File: src/rtl/mc_controller_pkg.sv
// Shared types and encodings for the multicycle ARM control unit.
// Holds the state enum, select codes, condition codes and per-state controls.
package mc_ctrl_pkg;

    typedef enum logic [3:0] {
        S_FETCH, S_DECODE, S_MEMADR, S_MEMRD, S_MEMWB,
        S_MEMWR, S_EXECR, S_EXECI, S_ALUWB, S_BRANCH
    } state_e;

    localparam logic [1:0] ALU_ADD = 2'b00;
    localparam logic [1:0] ALU_SUB = 2'b01;
    localparam logic [1:0] ALU_AND = 2'b10;
    localparam logic [1:0] ALU_ORR = 2'b11;

    localparam logic [1:0] SRCA_REG    = 2'b00;
    localparam logic [1:0] SRCA_PC     = 2'b01;
    localparam logic [1:0] SRCA_ALUOUT = 2'b10;

    localparam logic [1:0] SRCB_RD2  = 2'b00;
    localparam logic [1:0] SRCB_IMM  = 2'b01;
    localparam logic [1:0] SRCB_FOUR = 2'b10;

    localparam logic [1:0] RES_ALUOUT = 2'b00;
    localparam logic [1:0] RES_DATA   = 2'b01;
    localparam logic [1:0] RES_ALURES = 2'b10;

    localparam logic [1:0] OP_DP  = 2'b00;
    localparam logic [1:0] OP_MEM = 2'b01;
    localparam logic [1:0] OP_BR  = 2'b10;

    localparam logic [3:0] CMD_AND = 4'b0000;
    localparam logic [3:0] CMD_SUB = 4'b0010;
    localparam logic [3:0] CMD_ADD = 4'b0100;
    localparam logic [3:0] CMD_CMP = 4'b1010;
    localparam logic [3:0] CMD_ORR = 4'b1100;

    localparam logic [3:0] COND_EQ = 4'b0000;
    localparam logic [3:0] COND_NE = 4'b0001;
    localparam logic [3:0] COND_CS = 4'b0010;
    localparam logic [3:0] COND_CC = 4'b0011;
    localparam logic [3:0] COND_MI = 4'b0100;
    localparam logic [3:0] COND_PL = 4'b0101;
    localparam logic [3:0] COND_VS = 4'b0110;
    localparam logic [3:0] COND_VC = 4'b0111;
    localparam logic [3:0] COND_HI = 4'b1000;
    localparam logic [3:0] COND_LS = 4'b1001;
    localparam logic [3:0] COND_GE = 4'b1010;
    localparam logic [3:0] COND_LT = 4'b1011;
    localparam logic [3:0] COND_GT = 4'b1100;
    localparam logic [3:0] COND_LE = 4'b1101;
    localparam logic [3:0] COND_AL = 4'b1110;

    localparam int unsigned FLAG_N = 3;
    localparam int unsigned FLAG_Z = 2;
    localparam int unsigned FLAG_C = 1;
    localparam int unsigned FLAG_V = 0;

    typedef struct packed {
        logic       next_pc;
        logic       branch;
        logic       mem_w;
        logic       reg_w_mem;
        logic       alu_wb;
        logic       ir_write;
        logic       adr_src;
        logic       decode;
        logic       alu_op;
        logic [1:0] src_a;
        logic [1:0] src_b;
        logic [1:0] res_src;
    } ctrl_t;

    function automatic ctrl_t state_ctrl(state_e s);
        ctrl_t c;
        c = '0;
        unique case (s)
            S_FETCH: begin
                c.next_pc  = 1'b1;
                c.ir_write = 1'b1;
                c.src_a    = SRCA_PC;
                c.src_b    = SRCB_FOUR;
                c.res_src  = RES_ALURES;
            end
            S_DECODE: begin
                c.decode  = 1'b1;
                c.src_a   = SRCA_PC;
                c.src_b   = SRCB_FOUR;
                c.res_src = RES_ALURES;
            end
            S_MEMADR: c.src_b = SRCB_IMM;
            S_MEMRD:  c.adr_src = 1'b1;
            S_MEMWB: begin
                c.res_src   = RES_DATA;
                c.reg_w_mem = 1'b1;
            end
            S_MEMWR: begin
                c.adr_src = 1'b1;
                c.mem_w   = 1'b1;
            end
            S_EXECR: c.alu_op = 1'b1;
            S_EXECI: begin
                c.alu_op = 1'b1;
                c.src_b  = SRCB_IMM;
            end
            S_ALUWB:  c.alu_wb = 1'b1;
            S_BRANCH: begin
                c.branch  = 1'b1;
                c.src_a   = SRCA_ALUOUT;
                c.src_b   = SRCB_IMM;
                c.res_src = RES_ALURES;
            end
            default: c = '0;
        endcase
        return c;
    endfunction

endpackage

File: src/rtl/mc_controller_if.sv
// Controller <-> datapath bundle: instruction/flags in, enables and selects out.
interface mc_controller_if;
    logic [31:0] Instr;
    logic [3:0]  ALUFlags;
    logic        PCWrite;
    logic        MemWrite;
    logic        RegWrite;
    logic        IRWrite;
    logic        AdrSrc;
    logic [1:0]  RegSrc;
    logic [1:0]  ALUSrcA;
    logic [1:0]  ALUSrcB;
    logic [1:0]  ResultSrc;
    logic [1:0]  ImmSrc;
    logic [1:0]  ALUControl;

    modport master (
        input  Instr, ALUFlags,
        output PCWrite, MemWrite, RegWrite, IRWrite, AdrSrc, RegSrc,
        output ALUSrcA, ALUSrcB, ResultSrc, ImmSrc, ALUControl
    );

    modport slave (
        output Instr, ALUFlags,
        input  PCWrite, MemWrite, RegWrite, IRWrite, AdrSrc, RegSrc,
        input  ALUSrcA, ALUSrcB, ResultSrc, ImmSrc, ALUControl
    );
endinterface

File: src/rtl/mc_condlogic.sv
// NZCV flag register, condition evaluator, cond_ok latch and write gating.
module mc_condlogic
    import mc_ctrl_pkg::*;
(
    input  logic       clk,
    input  logic       reset,
    input  logic [3:0] cond,
    input  logic [3:0] alu_flags,
    input  logic [1:0] flag_w,
    input  logic       cond_latch,
    input  logic       reg_w,
    input  logic       mem_w,
    input  logic       next_pc,
    input  logic       branch,
    input  logic       rd_is_pc,
    output logic       reg_write,
    output logic       mem_write,
    output logic       pc_write
);

    logic [3:0] flags_q, flags_d;
    logic       cond_ok_q, cond_ok_d;
    logic       cond_pass;
    logic       n, z, c, v;

    assign n = flags_q[FLAG_N];
    assign z = flags_q[FLAG_Z];
    assign c = flags_q[FLAG_C];
    assign v = flags_q[FLAG_V];

    always_comb begin
        cond_pass = 1'b0;
        unique case (cond)
            COND_EQ: cond_pass = z;
            COND_NE: cond_pass = !z;
            COND_CS: cond_pass = c;
            COND_CC: cond_pass = !c;
            COND_MI: cond_pass = n;
            COND_PL: cond_pass = !n;
            COND_VS: cond_pass = v;
            COND_VC: cond_pass = !v;
            COND_HI: cond_pass = c && !z;
            COND_LS: cond_pass = !c || z;
            COND_GE: cond_pass = n == v;
            COND_LT: cond_pass = n != v;
            COND_GT: cond_pass = !z && (n == v);
            COND_LE: cond_pass = z || (n != v);
            COND_AL: cond_pass = 1'b1;
            default: cond_pass = 1'b0;
        endcase
    end

    // flag_w is only non-zero during EXECR/EXECI, so no state check here
    always_comb begin
        flags_d = flags_q;
        if (cond_ok_q && flag_w[1]) begin
            flags_d[FLAG_N] = alu_flags[FLAG_N];
            flags_d[FLAG_Z] = alu_flags[FLAG_Z];
        end
        if (cond_ok_q && flag_w[0]) begin
            flags_d[FLAG_C] = alu_flags[FLAG_C];
            flags_d[FLAG_V] = alu_flags[FLAG_V];
        end
        cond_ok_d = cond_latch ? cond_pass : cond_ok_q;
    end

    always_ff @(posedge clk or negedge reset) begin
        if (!reset) begin
            flags_q   <= 4'b0000;
            cond_ok_q <= 1'b0;
        end else begin
            flags_q   <= flags_d;
            cond_ok_q <= cond_ok_d;
        end
    end

    assign reg_write = reset && reg_w && cond_ok_q;
    assign mem_write = reset && mem_w && cond_ok_q;
    assign pc_write  = reset && (next_pc ||
                       (cond_ok_q && (branch || (reg_w && rd_is_pc))));

endmodule

File: src/rtl/mc_controller.sv
// Moore FSM sequencing each instruction of the multicycle ARM core.
// Controls are registered per state; ALU decode is combinational on Instr.
module mc_controller
    import mc_ctrl_pkg::*;
(
    input  logic            clk,
    input  logic            reset,
    mc_controller_if.master bus
);

    state_e     state_q, state_d;
    ctrl_t      ctrl_q, ctrl_d;
    logic [1:0] op;
    logic [5:0] funct;
    logic [3:0] cmd;
    logic [1:0] alu_ctl;
    logic [1:0] flag_w;
    logic       alu_reg_w;
    logic       is_arith;
    logic       is_cmp;
    logic       reg_w;
    logic       unused_instr;

    assign op    = bus.Instr[27:26];
    assign funct = bus.Instr[25:20];
    assign cmd   = funct[4:1];
    assign unused_instr = ^{bus.Instr[19:16], bus.Instr[11:0]};

    always_comb begin
        state_d = state_q;
        unique case (state_q)
            S_FETCH:  state_d = S_DECODE;
            S_DECODE: begin
                unique case (1'b1)
                    op == OP_MEM:              state_d = S_MEMADR;
                    op == OP_DP && !funct[5]:  state_d = S_EXECR;
                    op == OP_DP && funct[5]:   state_d = S_EXECI;
                    op == OP_BR:               state_d = S_BRANCH;
                    default:                   state_d = S_FETCH;
                endcase
            end
            S_MEMADR: state_d = funct[0] ? S_MEMRD : S_MEMWR;
            S_MEMRD:  state_d = S_MEMWB;
            S_EXECR:  state_d = S_ALUWB;
            S_EXECI:  state_d = S_ALUWB;
            default:  state_d = S_FETCH;
        endcase
        ctrl_d = state_ctrl(state_d);
    end

    always_ff @(posedge clk or negedge reset) begin
        if (!reset) begin
            state_q <= S_FETCH;
            ctrl_q  <= state_ctrl(S_FETCH);
        end else begin
            state_q <= state_d;
            ctrl_q  <= ctrl_d;
        end
    end

    always_comb begin
        alu_ctl   = ALU_ADD;
        alu_reg_w = 1'b0;
        is_arith  = 1'b0;
        is_cmp    = 1'b0;
        unique case (cmd)
            CMD_ADD: begin
                alu_reg_w = 1'b1;
                is_arith  = 1'b1;
            end
            CMD_SUB: begin
                alu_ctl   = ALU_SUB;
                alu_reg_w = 1'b1;
                is_arith  = 1'b1;
            end
            CMD_AND: begin
                alu_ctl   = ALU_AND;
                alu_reg_w = 1'b1;
            end
            CMD_ORR: begin
                alu_ctl   = ALU_ORR;
                alu_reg_w = 1'b1;
            end
            CMD_CMP: begin
                alu_ctl = ALU_SUB;
                is_cmp  = 1'b1;
            end
            default: alu_ctl = ALU_ADD;
        endcase
        flag_w = is_cmp ? 2'b11 : {funct[0], funct[0] && is_arith};
        if (!ctrl_q.alu_op) begin
            alu_ctl = ALU_ADD;
            flag_w  = 2'b00;
        end
    end

    // ALUWB writes back only for commands that produce a result
    assign reg_w = ctrl_q.reg_w_mem || (ctrl_q.alu_wb && alu_reg_w);

    mc_condlogic u_cond (
        .clk        (clk),
        .reset      (reset),
        .cond       (bus.Instr[31:28]),
        .alu_flags  (bus.ALUFlags),
        .flag_w     (flag_w),
        .cond_latch (ctrl_q.decode),
        .reg_w      (reg_w),
        .mem_w      (ctrl_q.mem_w),
        .next_pc    (ctrl_q.next_pc),
        .branch     (ctrl_q.branch),
        .rd_is_pc   (bus.Instr[15:12] == 4'hF),
        .reg_write  (bus.RegWrite),
        .mem_write  (bus.MemWrite),
        .pc_write   (bus.PCWrite)
    );

    assign bus.IRWrite    = reset && ctrl_q.ir_write;
    assign bus.AdrSrc     = ctrl_q.adr_src;
    assign bus.ALUSrcA    = ctrl_q.src_a;
    assign bus.ALUSrcB    = ctrl_q.src_b;
    assign bus.ResultSrc  = ctrl_q.res_src;
    assign bus.ALUControl = alu_ctl;
    assign bus.ImmSrc     = op;
    assign bus.RegSrc     = {op == OP_MEM, op == OP_BR};

endmodule

File: src/flat_wrapper.sv
// flat-port wrapper written by rule: the top's interface ports become plain ports
module mc_controller_flat import mc_ctrl_pkg::*;
  (clk, reset, bus_Instr, bus_ALUFlags, bus_PCWrite, bus_MemWrite, bus_RegWrite, bus_IRWrite, bus_AdrSrc, bus_RegSrc, bus_ALUSrcA, bus_ALUSrcB, bus_ResultSrc, bus_ImmSrc, bus_ALUControl);
  mc_controller_if bus_i ();
  input  logic clk;
  input  logic reset;
  input wire logic [$bits(bus_i.Instr)-1:0] bus_Instr;
  input wire logic [$bits(bus_i.ALUFlags)-1:0] bus_ALUFlags;
  output wire logic [$bits(bus_i.PCWrite)-1:0] bus_PCWrite;
  output wire logic [$bits(bus_i.MemWrite)-1:0] bus_MemWrite;
  output wire logic [$bits(bus_i.RegWrite)-1:0] bus_RegWrite;
  output wire logic [$bits(bus_i.IRWrite)-1:0] bus_IRWrite;
  output wire logic [$bits(bus_i.AdrSrc)-1:0] bus_AdrSrc;
  output wire logic [$bits(bus_i.RegSrc)-1:0] bus_RegSrc;
  output wire logic [$bits(bus_i.ALUSrcA)-1:0] bus_ALUSrcA;
  output wire logic [$bits(bus_i.ALUSrcB)-1:0] bus_ALUSrcB;
  output wire logic [$bits(bus_i.ResultSrc)-1:0] bus_ResultSrc;
  output wire logic [$bits(bus_i.ImmSrc)-1:0] bus_ImmSrc;
  output wire logic [$bits(bus_i.ALUControl)-1:0] bus_ALUControl;
  assign bus_i.Instr = bus_Instr;
  assign bus_i.ALUFlags = bus_ALUFlags;
  assign bus_PCWrite = bus_i.PCWrite;
  assign bus_MemWrite = bus_i.MemWrite;
  assign bus_RegWrite = bus_i.RegWrite;
  assign bus_IRWrite = bus_i.IRWrite;
  assign bus_AdrSrc = bus_i.AdrSrc;
  assign bus_RegSrc = bus_i.RegSrc;
  assign bus_ALUSrcA = bus_i.ALUSrcA;
  assign bus_ALUSrcB = bus_i.ALUSrcB;
  assign bus_ResultSrc = bus_i.ResultSrc;
  assign bus_ImmSrc = bus_i.ImmSrc;
  assign bus_ALUControl = bus_i.ALUControl;
  mc_controller u_core (.clk(clk), .reset(reset), .bus(bus_i));
endmodule
File: config.mk
export PLATFORM = sky130hd
export DESIGN_NAME = mc_controller_flat
export DESIGN_NICKNAME = d
export VERILOG_FILES = /design/src/rtl/mc_controller_pkg.sv /design/src/rtl/mc_controller_if.sv /design/src/rtl/mc_condlogic.sv /design/src/rtl/mc_controller.sv /design/src/flat_wrapper.sv
export SDC_FILE = /design/constraint.sdc
export NUM_CORES = 1
export LEC_CHECK = 0
export ABC_AREA = 1
export BUFFER_PORTS_ARGS = -buffer_cell sky130_fd_sc_hd__buf_2
export CORE_UTILIZATION = 42
export DETAILED_ROUTE_END_ITERATION = 6
export PLACE_DENSITY = 0.75
export SLEW_MARGIN = 0
export SYNTH_ARGS = -nofsm -noshare
export SYNTH_HDL_FRONTEND = slang
export SYNTH_SLANG_ARGS = --single-unit
File: constraint.sdc
create_clock -name clk -period 1.2 [get_ports clk]
set_input_delay 0.18 -clock clk [delete_from_list [all_inputs] [get_ports clk]]
set_output_delay 0.18 -clock clk [all_outputs]
set_load 0.01 [all_outputs]
## Yosys cells after proc, flatten, opt, wreduce, memory -nomap -nowiden

Index checks and enable logic that the tools add are counted.

- Flip-flop bits (word level): 23
- Input port bits: 38
- Output and inout bits: 17
- Logic and storage cells: 114

- Eq/ne operators: 37
- Muxes and demuxes: 22
- Reductions and logical operators: 40

Operator list:

| cell | number |
|---|---|
| equality test 4 bit, second input constant | 12 |
| equality test 4 x 3 -> 1 bit, second input constant | 11 |
| equality test 4 x 2 -> 1 bit, second input constant | 7 |
| case mux 4 bit (5 select lines) | 1 |
| logical AND 1 bit | 16 |
| zero test 4 bit | 4 |
| case mux 4 bit (4 select lines) | 1 |
| case mux 1 bit (15 select lines) | 1 |
| equality test 4 x 1 -> 1 bit, second input constant | 3 |
| case mux 2 bit (2 select lines) | 3 |
| OR reduction 2 bit | 6 |
| two-way mux 1 bit | 11 |
| two-way mux 2 bit | 3 |
| case mux 2 bit (3 select lines) | 1 |
| OR reduction 3 bit | 2 |
| zero test 1 bit | 5 |
| logical OR 1 bit | 5 |
| OR reduction 4 bit | 1 |
| two-way mux 3 bit | 1 |
| equality test 2 x 1 -> 1 bit, second input constant | 1 |
| equality test 2 bit, second input constant | 1 |
| zero test 2 bit | 1 |
| equality test 1 bit | 1 |
| inequality test 1 bit | 1 |

## Longest topological paths before layout

Gate-level depths: netlist of run 1.

- Depth in word-level cells: 10
- Depth in mapped cells: 11
- Gate-level depth less buffers: 11

## Modules after synthesis

A second synthesis of run 1 with hierarchy kept.

- Cell total of the unflattened synthesis: 190
- Area total of the unflattened synthesis: 1295.0 µm²

By module, submodules not included:

| module | instances | cells each | area an instance (µm²) | sequential area each (µm²) |
|---|---|---|---|---|
| mc_controller | 1 | 109 | 844.6 | 404.1 |
| mc_condlogic | 1 | 81 | 450.4 | 125.1 |

## Worst setup path before layout of run 1

Ideal clock, no wire load.

- Path type: reg-to-reg
- From: register u_core.state_q[3]
- To: register u_core.ctrl_q, in the netlist u_core.bus.ALUSrcB[0]
- Setup time: 0.074 ns
- Arrival: 1.115 ns
- Required time: 1.126 ns
- Slack: 0.011 ns
- Cell stages (with the launch flop): 6
- Buffers on the path: 0
- Clock period less this slack: 1.189 ns
- Cells stage by stage: dfrtp_1 -> nor2_4 -> nand3_4 -> o22ai_2 -> nand3_1 -> o21ai_2

RTL lines:

| item | line | text |
|---|---|---|
| from (decl) | mc_controller.sv:11 | `state_e state_q, state_d;` |
| from (signal assigned) | mc_controller.sv:56 | `state_q <= state_d;` |
| to (signal assigned) | mc_controller.sv:54 | `ctrl_q <= state_ctrl(S_FETCH);` |
| to (signal assigned) | mc_controller.sv:57 | `ctrl_q <= ctrl_d;` |
| to (decl) | mc_controller.sv:12 | `ctrl_t ctrl_q, ctrl_d;` |

## Worst setup path in the final report of run 1

- From: register u_core.u_cond.cond_ok_q
- To: output bus_PCWrite

- Longest elaborated chain between the ends: 3

RTL lines:

| item | line | text |
|---|---|---|
| from (decl) | mc_condlogic.sv:22 | `logic cond_ok_q, cond_ok_d;` |
| from (signal assigned) | mc_condlogic.sv:73 | `cond_ok_q <= cond_ok_d;` |
| logical AND 1 bit | mc_condlogic.sv:80 | `(cond_ok_q && (branch \|\| (reg_w && rd_is_pc))));` |
| logical OR 1 bit | mc_condlogic.sv:79 | `assign pc_write = reset && (next_pc \|\|` |
| logical AND 1 bit | mc_condlogic.sv:79 |  |
| to (decl) | flat_wrapper.sv:9 | `output wire logic [$bits(bus_i.PCWrite)-1:0] bus_PCWrite;` |

Every way passes these cells.

==> results of run 1 <==
[final cells by class]
type	count	area (µm²)	share of cell area, %
multi-input combinational	106	592	34.1
sequential	22	557	32.1
timing repair buffer	61	375	21.6
inverter	31	119	6.85
tap	31	38.8	2.24
clock inverter	1	30.0	1.73
clock buffer	3	22.5	1.30
[logic make-up (layout without fill, tap and decap cells)]
logic type,count (synthesis),after routing,synth area share [%]
simple gates,90,90,34.0
buf+inv,39,96,14.1
flops,22,22,44.4
compound gates,16,16,7.59
[how the worst min path moves through the flow]
| stage | from | end | slack (ns) | cells past startpoint |
|---|---|---|---|---|
| finish | bus_Instr[20] | u_core.ctrl_q[12]$_DFF_PN0_ | 0.04 | 2 |
| CTS | bus_Instr[20] | u_core.ctrl_q[12]$_DFF_PN0_ | 0.04 | 2 |
| global route | bus_Instr[20] | u_core.ctrl_q[12]$_DFF_PN0_ | 0.03 | 2 |
| global placement | reset | u_core.ctrl_q[13]$_DFF_PN0_ | 0.12 | 2 |
| detailed placement | reset | u_core.ctrl_q[13]$_DFF_PN0_ | 0.12 | 2 |
| floorplan | reset | u_core.bus.ALUSrcB[0]$_DFF_PN0_ | -0.12 | 0 |
[worst register-to-register path: cells and delay by family (launching register included)]
| kind | cells | cell delay (ns) |
|---|---|---|
| AOI/OAI and AO/OA | 2 | 0.24 |
| DFF | 1 | 0.43 |
| and+or+nand+nor | 3 | 0.56 |
[what timing repair did]
action,CTS,global route
buffers inserted,5,4
hold endpoints to repair,22,0
endpoints found under the setup margin,10,13
resized for setup,9,17
cloned,0,0
hold buffers,2,0
pin swaps,3,5
[flip-flops by register name, summed over array words and instances, names as in the netlist]
| name | flops |
|---|---|
| u_core.u_cond.cond_ok_q | 1 |
| u_core.state_q | 4 |
| u_core.bus.ALUSrcA | 1 |
| u_core.bus.AdrSrc | 1 |
| u_core.u_cond.flags_q | 4 |
| u_core.bus.ResultSrc | 2 |
| u_core.ctrl_q | 7 |
| u_core.bus.ALUSrcB | 2 |
[layer usage]
layer	part of all wire [%]	wire length (µm)	GRT usage (%)
met5	0	0	0
met4	1.6	45	7.32
met3	3.8	107	3.00
met2	51	1440	33.6
met1	44	1230	21.0
[Yosys cell counts, drive strengths merged]
| cell | number |
|---|---|
| nand2 | 40 |
| inv | 30 |
| nor2 | 22 |
| nand3 | 21 |
| dfrtp | 18 |
| a21oi | 8 |
| buf | 8 |
| nor3 | 5 |
| o21ai | 5 |
| dfstp | 4 |
| a31oi | 1 |
| clkinv | 1 |
| nand4 | 1 |
| o211ai | 1 |
| o22ai | 1 |
| or2 | 1 |
[power by group]
| part | total, µW | internal, µW | leakage, µW | switching [µW] |
|---|---|---|---|---|
| Combinational | 1760 | 812 | 0.000682 | 953 |
| Sequential | 1230 | 1050 | 0.000266 | 174 |
| Clock | 573 | 338 | 0.0000279 | 235 |
| Total | 3560 | 2200 | 0.000976 | 1360 |
[stage by stage]
step	setup TNS, ns	std cells
finish	-0.955	255
global route	-1.71	255
CTS	-0.565	251
detailed placement	-0.439	240
global placement	-0.297	240
floorplan	0	167
==> results.yml, run 1 <==
clock_network:
  cts_buffers: 3
  h-tree-depth: 1
  clk_transition_reported_paths_ns: 0.13
  cts-root-buf: "sky130_fd_sc_hd__clkbuf_4"
  clkLatencyLatePin_ns: 0.32
  clk_path_buf_depth: 2
  cts_tree: "built"
  number_of_clock_sinks: 22
floorplanning:
  initial_utilization_pct: 45.0
  die_y_um: 56.6
  chipWidth_um: 56.6
  floorplan.core_area_um2: 2780
  ios: 55
  std_cell_rows: 19
  floorplan_die_area_um2: 3200
timing:
  fmax_mhz: 726
  grt_setup_unrepaired: "yes"
  finalWorstSetupSlack_ns: -0.177
  slew_viol_final: 0
  setup_viol_count_final: 12
  timing.final.hold_violations: 0
  timing_worst_slew_pin_value_ns: 0.250
  fin_skew_ns: 0.00576
  timing.max_slew.rel_slack_pct: 83.2
  fin_worst_hold_slack_ns: 0.0433
  min_period_ns: 1.38
  fin_crit_sh_pct: 115
setup_path:
  critical_path_fanouts_max: 2
  worstPathCellList: "nand2_2, a21oi_2, nand2_1, nand2_1, buf_2"
  endpoint_kind: "primary output"
  rr_startpoint: "u_core.state_q[2]$_DFF_PN0_"
  timing_worst_setup_path_type: "register to primary output"
  maximum_cell_stage_delay_along_the_critical_path_ns: 0.41
  cp_num_cells: 5
  r2r_cells: 5
  cp_data_required_time_ns: 1.02
  cp-endpoint: "bus_PCWrite"
  crit_slowest_cell: "sky130_fd_sc_hd__dfrtp_1"
  path_delay_family: "flip-flops"
  beginning_of_the_critical_path: "u_core.u_cond.cond_ok_q$_DFFE_PN0P_"
  worst_setup_path_start_kind: "register"
  critical_path.reg2reg.endpoint: "u_core.bus.ALUSrcB[0]$_DFF_PN0_"
  worst_r2r_setup_slack_ns: -0.12
  timing.critical_path.mode_cell: "sky130_fd_sc_hd__nand2_1"
  timing.critical_path.arrival_ns: 1.20
  cp.buffers_inverters: 1
global_routing:
  groute.usage.overall_pct: 18.4
  antenna_violations_before_repair: 0
  global_route_overflow: 0
  grt_max_degree: 18
  grt_pass1_wl_mm: 4.56
  vias_in_the_first_global_route: 1163
placement:
  place_congestion: 0.886
  port_buffers: 38
  pre_cts_ws_ns: -0.159
  placed_cell_area_um2: 1510
  detailed_place_hpwl_mm: 2.04
finish:
  commonest_non_fill_non_tap_cell_in_the_layout: "sky130_fd_sc_hd__buf_2"
  fin_nets: 263
  stdcell_area_um2: 1730
  insertedDiodeCount: 0
  area_delta_synth_final_pct: 38.5
  final.fill_count: 251
  final_core_density_pct: 62.3
  most-common-layout-cells: "38 x sky130_fd_sc_hd__buf_2, 35 x sky130_fd_sc_hd__nand2_1, 24 x sky130_fd_sc_hd__inv_1"
  post_route_cells_drive_above_1_share_pct: 43.8
detailed_routing:
  wire_per_inst_um: 11.0
  drtPass1Iterations: 4
  first_iter_violations: 59
  drtAntennaViolNets: 0
  detail_route.drc_violations: 0
  routed_wl_mm: 2.82
  detail_route.vias_per_cell: 4.74
  routed-via-count: 1209
synth:
  yosysSeqAreaShare_pct: 44.4
  synth_top_area_share_pct: 36.0
  synth_top_area_cell: "sky130_fd_sc_hd__dfrtp_1"
  syn_nets: 205
  synth.distinct_cells: 25
  ys_seq_elements: 22
  ys_warn_count: 0
  synthesis.area_um2: 1250
  avgSynthCellArea_um2: 7.50
  synth_cells: 167
  synth_area_leaders: "sky130_fd_sc_hd__dfrtp_1 36%, sky130_fd_sc_hd__nand2_1 11%, sky130_fd_sc_hd__dfstp_2 8.4%"
power_and_ir_drop:
  cellLeakagePower_uw: 0.000976
  total_power_uw: 3560
  cellPowerDensity_nw_per_um2: 2050
  max-vdd-ir-drop_mv: 1.49
run_status:
  status: "complete, but fails checks"
  violations_in_the_final_reports: "negative setup slack"
worst_hold_path:
  worstHoldPathType: "input pin to register"
run:
  max_cap_violations: 0
No activity file was read; power rests on OpenSTA's default activity.
==> run 2, diff against run 1 <==
--- a/config.mk
+++ b/config.mk
@@ -10,6 +10,7 @@
 export CORE_UTILIZATION = 42
 export DETAILED_ROUTE_END_ITERATION = 6
 export PLACE_DENSITY = 0.75
+export SKIP_CTS_REPAIR_TIMING = 1
 export SLEW_MARGIN = 0
 export SYNTH_ARGS = -nofsm -noshare
 export SYNTH_HDL_FRONTEND = slang
==> run 2 against run 1 <==
The flow still finishes with violations (negative setup slack). Die area is the same. Non-clock buffer count is 2 lower. First-iteration DRC count is 17% lower. Fmax is 0.19% higher. Clock power barely moved. Utilization shrank 0.67 points. Largest power group unchanged.
==> results.yml, run 2 (synthesized netlist as in run 1, its figures left out) <==
global_routing:
  grt_pass1_wl_mm: 4.40
  vias_in_the_first_global_route: 1104
  groute.usage.overall_pct: 17.7
  antenna_violations_before_repair: 0
  global_route_overflow: 0
  grt_max_degree: 18
  global_route.peak_usage_layer: "met2"
  grt.met1_usage_pct: 20.9
  met2_usage_pct: 31.4
  grtUsageMet3_pct: 3.00
timing:
  fin_skew_ns: 0.00646
  timing_worst_slew_pin_value_ns: 0.255
  setup_viol_count_final: 10
  slew_viol_final: 0
  min_period_ns: 1.37
  grt_setup_unrepaired: "yes"
  fin_worst_hold_slack_ns: 0.0434
  timing.max_slew.rel_slack_pct: 82.9
  fmax_mhz: 728
  finalWorstSetupSlack_ns: -0.175
  timing.final.hold_violations: 0
  fin_crit_sh_pct: 115
detailed_routing:
  drtPass1Iterations: 4
  detail_route.vias_per_cell: 4.68
  routed_wl_mm: 2.69
  wire_per_inst_um: 10.6
  first_iter_violations: 49
  drtAntennaViolNets: 0
  detail_route.drc_violations: 0
  routed-via-count: 1185
finish:
  fin_nets: 261
  largest-register: "u_core.ctrl_q"
  stdcell_area_um2: 1720
  area_delta_synth_final_pct: 37.0
  insertedDiodeCount: 0
  layout.cells.non_filler: 253
  largest_register_ffs: 7
  commonest_non_fill_non_tap_cell_in_the_layout: "sky130_fd_sc_hd__buf_2"
  post_route_cells_drive_above_1_share_pct: 43.2
  most-common-layout-cells: "38 x sky130_fd_sc_hd__buf_2, 35 x sky130_fd_sc_hd__nand2_1, 24 x sky130_fd_sc_hd__inv_1"
  largest_registers: "u_core.ctrl_q x7, u_core.state_q x4, u_core.u_cond.flags_q x4"
  final_core_density_pct: 61.7
floorplanning:
  chipWidth_um: 56.6
  die_y_um: 56.6
  floorplan.core_area_um2: 2780
  std_cell_rows: 19
  floorplan_die_area_um2: 3200
  ios: 55
  initial_utilization_pct: 45.0
power_and_ir_drop:
  p_switching_uw: 1320
  int_power_uw: 2190
  power.combinational.fraction_pct: 49.0
  swShare_pct: 37.6
  cellPowerDensity_nw_per_um2: 2050
  cellLeakagePower_uw: 0.000967
  total_power_uw: 3510
  power.sequential.fraction_pct: 34.7
  max-vdd-ir-drop_mv: 1.50
  share_clk_of_total_power_pct: 16.3
clock_network:
  h-tree-depth: 1
  clk_transition_reported_paths_ns: 0.13
  cts_buffers: 3
  clkLatencyLatePin_ns: 0.31
  clk_path_buf_depth: 2
  number_of_clock_sinks: 22
  cts_tree: "built"
  cts-root-buf: "sky130_fd_sc_hd__clkbuf_4"
setup_path:
  timing.critical_path.arrival_ns: 1.19
  timing_worst_setup_path_type: "register to primary output"
  cp_data_required_time_ns: 1.02
  worst_setup_path_start_kind: "register"
  critical_path_fanouts_max: 2
  endpoint_kind: "primary output"
run_status:
  status: "complete, but fails checks"
  violations_in_the_final_reports: "negative setup slack"
placement:
  placed_cell_area_um2: 1510
  place_congestion: 0.886
  placed_cells: 240
  detailed_place_hpwl_mm: 2.04
  port_buffers: 38
run:
  max_cap_violations: 0
worst_hold_path:
  worstHoldPathType: "input pin to register"
## run 2: changes by cell type in the layout (fill, tap and decap cells not counted), sizes merged
cell / change
buf: -2
## run 2: worst max-delay path, stage by stage (launching register included)
cell and delay, ns:
sky130_fd_sc_hd__dfrtp_1 0.41, sky130_fd_sc_hd__nand2_2 0.08, sky130_fd_sc_hd__a21oi_2 0.15, sky130_fd_sc_hd__nand2_1 0.07
sky130_fd_sc_hd__nand2_1 0.06, sky130_fd_sc_hd__buf_2 0.12
## run 2: power groups by stage
stage	logic, µW	clock network (µW)	registers [µW]
2_1_floorplan	944	0	1200
3_3_place_gp	1310	0	1210
3_5_place_dp	1330	0	1220
4_1_cts	1340	589	1200
5_1_grt	1920	615	1250
6_report	1720	571	1220
## run 2: final timing paths
path / startpoint / slack, ns / end / cells past startpoint
worst max-delay path: u_core.u_cond.cond_ok_q$_DFFE_PN0P_ / -0.17 / bus_PCWrite / 5
worst min-delay path: bus_Instr[20] / 0.04 / u_core.ctrl_q[12]$_DFF_PN0_ / 2
worst max register to register: u_core.state_q[2]$_DFF_PN0_ / -0.12 / u_core.bus.ALUSrcB[0]$_DFF_PN0_ / 5
worst min register to register: u_core.ctrl_q[7]$_DFF_PN0_ / 0.49 / u_core.u_cond.cond_ok_q$_DFFE_PN0P_ / 2
max in group asynchronous: reset / 0.57 / u_core.bus.ALUSrcA[0]$_DFF_PN1_ / 3
min in group asynchronous: reset / 0.38 / u_core.bus.ALUSrcB[0]$_DFF_PN0_ / 3
## run 2: area by class of cell
cell class / count / area [µm²]
Clock inverter: 1 / 30.0
Inverter: 31 / 116
Fill cell: 259 / 1070
Multi-Input combinational cell: 106 / 591
Tap cell: 31 / 38.8
Timing Repair Buffer: 59 / 360
Sequential cell: 22 / 557
Clock buffer: 3 / 22.5
## run 2: per-layer routing
layer	vias to the layer above	wire [µm]
met3	2	102
met4	0	23
met1	533	1190
li1	623	-
met2	27	1370
met5	-	0
## run 2: stage by stage
stage | setup TNS (ns) | setup slack (ns)
6_report | -0.786 | -0.175
5_1_grt | -1.52 | -0.275
4_1_cts | -0.862 | -0.271
3_5_place_dp | -0.439 | -0.159
3_3_place_gp | -0.297 | -0.150
2_1_floorplan | 0 | 0.0106
